`src/rtl/par2ser_pkg.sv`:
```
// Shared definitions for the parallel-to-serial stream converter:
// FSM state encoding and the legal range of the word width.
package par2ser_pkg;

    localparam logic [1:0] ST_IDLE   = 2'b00;
    localparam logic [1:0] ST_SHIFT  = 2'b01;
    localparam logic [1:0] ST_PARITY = 2'b10;

    typedef enum logic [1:0] {
        IDLE   = ST_IDLE,
        SHIFT  = ST_SHIFT,
        PARITY = ST_PARITY
    } state_t;

    localparam int DATA_W_MIN = 2;
    localparam int DATA_W_MAX = 32;

endpackage

```
`src/rtl/par2ser_shreg.sv`:
```
// Word buffer for par2ser_stream: parallel load, zero-filled shift toward
// the output end, serial bit taken from the MSB or LSB depending on LSB_FIRST.
module par2ser_shreg #(
    parameter int DATA_W    = 8,
    parameter bit LSB_FIRST = 1'b0
) (
    input  logic              clock,
    input  logic              rst,
    input  logic              load,
    input  logic              shift,
    input  logic [DATA_W-1:0] din,
    output logic              sout
);

    logic [DATA_W-1:0] buff;

    // Load has priority so a word can reload on the edge its last bit retires.
    always_ff @(posedge clock) begin
        if (!rst)
            buff <= '0;
        else if (load)
            buff <= din;
        else if (shift)
            buff <= LSB_FIRST ? {1'b0, buff[DATA_W-1:1]} : {buff[DATA_W-2:0], 1'b0};
    end

    assign sout = LSB_FIRST ? buff[0] : buff[DATA_W-1];

endmodule

```
`src/rtl/par2ser_stream.sv`:
```
// Parallel-to-serial converter with valid/ready load, bit-rate enable,
// selectable bit order and back-to-back streaming.
// Optional feature: define PAR2SER_PARITY_EN to append an even-parity slot
// after each word.
module par2ser_stream
    import par2ser_pkg::*;
#(
    parameter int DATA_W    = 8,
    parameter bit LSB_FIRST = 1'b0
) (
    input  logic              clock,
    input  logic              rst,
    input  logic              en,
    input  logic [DATA_W-1:0] s_data,
    input  logic              s_valid,
    output logic              s_ready,
    output logic              srl,
    output logic              valid,
    output logic              first,
    output logic              last
);

    localparam int             CW       = $clog2(DATA_W);
    localparam logic [CW-1:0]  LAST_CNT = CW'(DATA_W - 1);

    if (DATA_W < DATA_W_MIN || DATA_W > DATA_W_MAX) begin : g_bad_width
        $error("par2ser_stream: DATA_W out of range");
    end

    state_t        state, state_nx;
    logic [CW-1:0] count, count_nx;
    logic          final_slot, rdy, load, shift, sbit;

`ifdef PAR2SER_PARITY_EN
    logic par_q;

    // Parity of the word is captured at load; the buffer is zeroed by then.
    always_ff @(posedge clock) begin
        if (!rst)
            par_q <= 1'b0;
        else if (load)
            par_q <= ^s_data;
    end

    assign final_slot = (state == PARITY);
`else
    assign final_slot = (state == SHIFT) && (count == LAST_CNT);
`endif

    // Ready is combinational from en so streaming has no idle gap.
    assign rdy  = (state == IDLE) || (final_slot && en);
    assign load = s_valid && rdy;

    par2ser_shreg #(
        .DATA_W    (DATA_W),
        .LSB_FIRST (LSB_FIRST)
    ) u_shreg (
        .clock (clock),
        .rst   (rst),
        .load  (load),
        .shift (shift),
        .din   (s_data),
        .sout  (sbit)
    );

    // State and bit counter registers.
    always_ff @(posedge clock) begin
        if (!rst) begin
            state <= IDLE;
            count <= '0;
        end else begin
            state <= state_nx;
            count <= count_nx;
        end
    end

    // Next-state, counter and shift control; en=0 holds everything.
    always_comb begin
        state_nx = state;
        count_nx = count;
        shift    = 1'b0;
        case (state)
            IDLE: begin
                if (load) begin
                    state_nx = SHIFT;
                    count_nx = '0;
                end
            end
            SHIFT: begin
                if (en) begin
                    shift = 1'b1;
                    if (count == LAST_CNT) begin
`ifdef PAR2SER_PARITY_EN
                        state_nx = PARITY;
`else
                        state_nx = load ? SHIFT : IDLE;
                        count_nx = '0;
`endif
                    end else begin
                        count_nx = count + CW'(1);
                    end
                end
            end
`ifdef PAR2SER_PARITY_EN
            PARITY: begin
                if (en) begin
                    state_nx = load ? SHIFT : IDLE;
                    count_nx = '0;
                end
            end
`endif
            default: begin
                state_nx = IDLE;
                count_nx = '0;
            end
        endcase
    end

    // Outputs are forced low while reset is asserted.
    assign valid   = rst && (state != IDLE);
    assign first   = valid && (state == SHIFT) && (count == '0);
    assign last    = valid && final_slot;
    assign s_ready = rst && rdy;
`ifdef PAR2SER_PARITY_EN
    assign srl     = valid && ((state == PARITY) ? par_q : sbit);
`else
    assign srl     = valid && sbit;
`endif

endmodule
```
`config.mk`:
```
export PLATFORM = sky130hd
export DESIGN_NAME = par2ser_stream
export DESIGN_NICKNAME = d
export VERILOG_FILES = /design/src/rtl/par2ser_pkg.sv /design/src/rtl/par2ser_shreg.sv /design/src/rtl/par2ser_stream.sv
export SDC_FILE = /design/constraint.sdc
export NUM_CORES = 1
export LEC_CHECK = 0
export BUFFER_PORTS_ARGS = -buffer_cell sky130_fd_sc_hd__buf_4
export CORE_MARGIN = 2
export CORE_UTILIZATION = 53
export CTS_CLUSTER_DIAMETER = 80
export DETAILED_ROUTE_END_ITERATION = 16
export PLACE_DENSITY = 0.77
export SETUP_SLACK_MARGIN = 0.3
export SLEW_MARGIN = 40
export SYNTH_ARGS = -nofsm -noshare
export SYNTH_HDL_FRONTEND = slang
export SYNTH_SLANG_ARGS = --single-unit
```
`constraint.sdc`:
```
create_clock -name clock -period 1.8 [get_ports clock]
set_input_delay 0.18 -clock clock [delete_from_list [all_inputs] [get_ports clock]]
set_output_delay 0.18 -clock clock [all_outputs]
set_load 0.05 [all_outputs]
```
==> run summary <==
Area leader, netlist - dfxtp_1
Max_cap viols - 0
CP max FO - 5
HP Start - s_data[1]
Routed via count - 696
# DRC - 0
Post-synthesis cell area - 870.8 µm²
Yosys reg bits - 12
Sequential-to-total area share from yosys stat - 0.2759
Most frequent cell after synthesis - dfxtp_1
Root Buffer - clkbuf_4
Final instance area - 1071 µm²
FF-to-FF Start - count[0]$_SDFFE_PN0P_
Worst hold endpoint - u_shreg.buff[1]$_SDFFE_PN0P_
Die height - 44.54 µm
Die Area - 1983 µm²
Setup-failing EPs final - 0
Rows - 14
Peak Freq - 661.8 MHz
Status - finished, final reports clean
Syn Nets - 101
CP Class - register to output port
Final min period - 1511 ps
Routability Congestion - 0.7604
Max H-tree Level - 1
Crit. End Element - output port
Final Hold Violating Endpoints - 0
Post-synthesis area per instance - 10.13 µm²
Gate Count Post-Synth - 86
Register-to-Register Path Depth - 6
Yosys cell types - 33
Least-Margin Pin Slew - 256.5 ps
Post-DP Area - 974.7 µm²
# IOs - 17
Post-route ant nets - 0
Slew headroom - 0.8290
Worst EP arrival - 1330 ps
Vias per cell - 5.800
RSZ-0062 raised after global routing - yes
Top_reg_cell synth - dfxtp_1
Synth top cells by count - dfxtp_1, mux2i_1, o221ai_1
Fill count - 125
Worst Path Required - 1620 ps
Pwr dens - 646.1 nW/µm²
Clk_skew - 4.897 ps
Max-slew violation count - 0
Hold WC Path Type - primary input to register
TNS Setup - 0 ps
Max Buffers Root-to-Sink - 2
Element type at the critical path start - register
Initial antenna violation count - 0
Lkg Pwr - 0.5026 nW
Global-route wire length before repair - 2725 µm
YS warnings - 0
Area Overhead vs Synth - 22.99%
First-pass detailed-route iteration total - 4
Yosys top cell area share - 0.2759
R2R Setup Slk - 400 ps
Wire length per cell - 13.53 µm
CTS sink cnt - 12
Most area-consuming cells after synthesis - dfxtp_1, mux2i_1, mux2_2, o221ai_1, mux2_4
R2R Path End - u_shreg.buff[3]$_SDFFE_PN0P_
Final net count - 120
Cts bufs inserted - 3
DP HPWL - 1105 µm
Synth async-reset ratio - 0
Vias in the first global route - 640
Core region area - 1524 µm²
Initial drt markers - 4
Hold path depth - 3
Ratio of cells with drive above 1 in the final layout - 0.4712
Port Buffers - 16
Total gr overflow - 0
Initial core utilization - 0.5714
Die X - 44.54 µm
Ant. Diodes - 0
DRT Wirelength - 1623 µm
Worst-skew pair later-pin latency - 280 ps
CTS Hold Buffers Added - 0
Post-synth EDFFs - 0
Period utilization - 0.8395
Worst-path clk slew - 80 ps
Peak supply drop - 0.0005951 V
All-Layer GR Usage - 0.1877
Largest net degree at the start of global routing - 23
CTS tree - yes
-- sequential cells by signal, indices dropped and copies added (netlist names) --
signal and cells:
u_shreg.buff 8, count 3, state 1
-- layout by cell type, fill, tap and decap left out, drive strengths merged, types with 2 or more instances in the layout --
cell,instances
buf,20
dfxtp,12
o221ai,9
mux2i,8
mux2,8
a21oi,8
or2b,5
nand2b,4
clkbuf,4
inv,3
nand2,3
ha,3
and3,2
and2,2
nor2b,2
-- where the power goes --
group          internal [mW]  switching [mW]  total (mW)
Sequential             0.286          0.0159       0.302
Clock                  0.123          0.0962       0.219
Combinational         0.0866          0.0845       0.171
Total                  0.495           0.197       0.692
-- cell type report --
| cell class | count | area [µm²] | area share |
|---|---|---|---|
| well taps | 16 | 20.02 | 0.01869 |
| clock buffers | 4 | 36.28 | 0.03388 |
| flip-flops and latches | 12 | 249.0 | 0.2325 |
| repair buffers | 20 | 157.7 | 0.1472 |
| inverters | 3 | 11.26 | 0.01051 |
| multi-input cells | 65 | 596.8 | 0.5572 |
-- per-stage QoR --
step                setup WS, ps  std cells  hold slack, ps  utilization  total power, mW
global placement           302.1        114           477.4       0.6396           0.4708
floorplan                  266.3         86           317.7            -           0.4347
global route               235.4        120           206.0       0.7028           0.7308
finish                     289.0        120           198.9       0.7028           0.6920
detailed placement         278.2        114           491.0       0.6396           0.4759
CTS                        265.8        120           196.7       0.6962           0.7021
-- metal layers --
layer / share of wire / GRT usage / vias up
li1: - / - / 356
met1: 0.47 / 0.2487 / 330
met2: 0.50 / 0.2899 / 8
met3: 0.028 / 0.02449 / 2
met4: 0.0086 / 0.1091 / 0
met5: 0 / 0 / -
-- worst max-delay path by stage --
stage	startpoint	end	slack (ps)
detailed placement	count[0]$_SDFFE_PN0P_	s_ready	280
finish	count[0]$_SDFFE_PN0P_	s_ready	290
global placement	count[0]$_SDFFE_PN0P_	s_ready	300
CTS	count[0]$_SDFFE_PN0P_	s_ready	270
global route	count[0]$_SDFFE_PN0P_	s_ready	240
floorplan	count[0]$_SDFFE_PN0P_	s_ready	270
-- worst max-delay path, cell delays in order, from the launching register on --
cell      delay (ps)
dfxtp_4          360
ha_4             160
ha_4             170
a21boi_2         160
nor2b_2           60
buf_6            150
-- timing repair --
| action | CTS | global route |
|---|---|---|
| buffers inserted | 2 | 0 |
| resized for setup | 9 | 4 |
| endpoints found under the setup margin | 4 | 4 |
| hold endpoints to repair | 0 | 0 |
| pin swaps | 1 | 2 |
-- kinds of logic (layout without fill, tap and decap cells) --
kind of cell,count (synthesis),count (layout),share of synthesized area
compound gates,22,22,0.2126
fa+ha+maj,3,3,0.04311
simple gates,24,24,0.1825
buf+inv,9,27,0.07758
mux,16,16,0.2083
flops,12,12,0.2759
(Power assumes the default switching activity.)
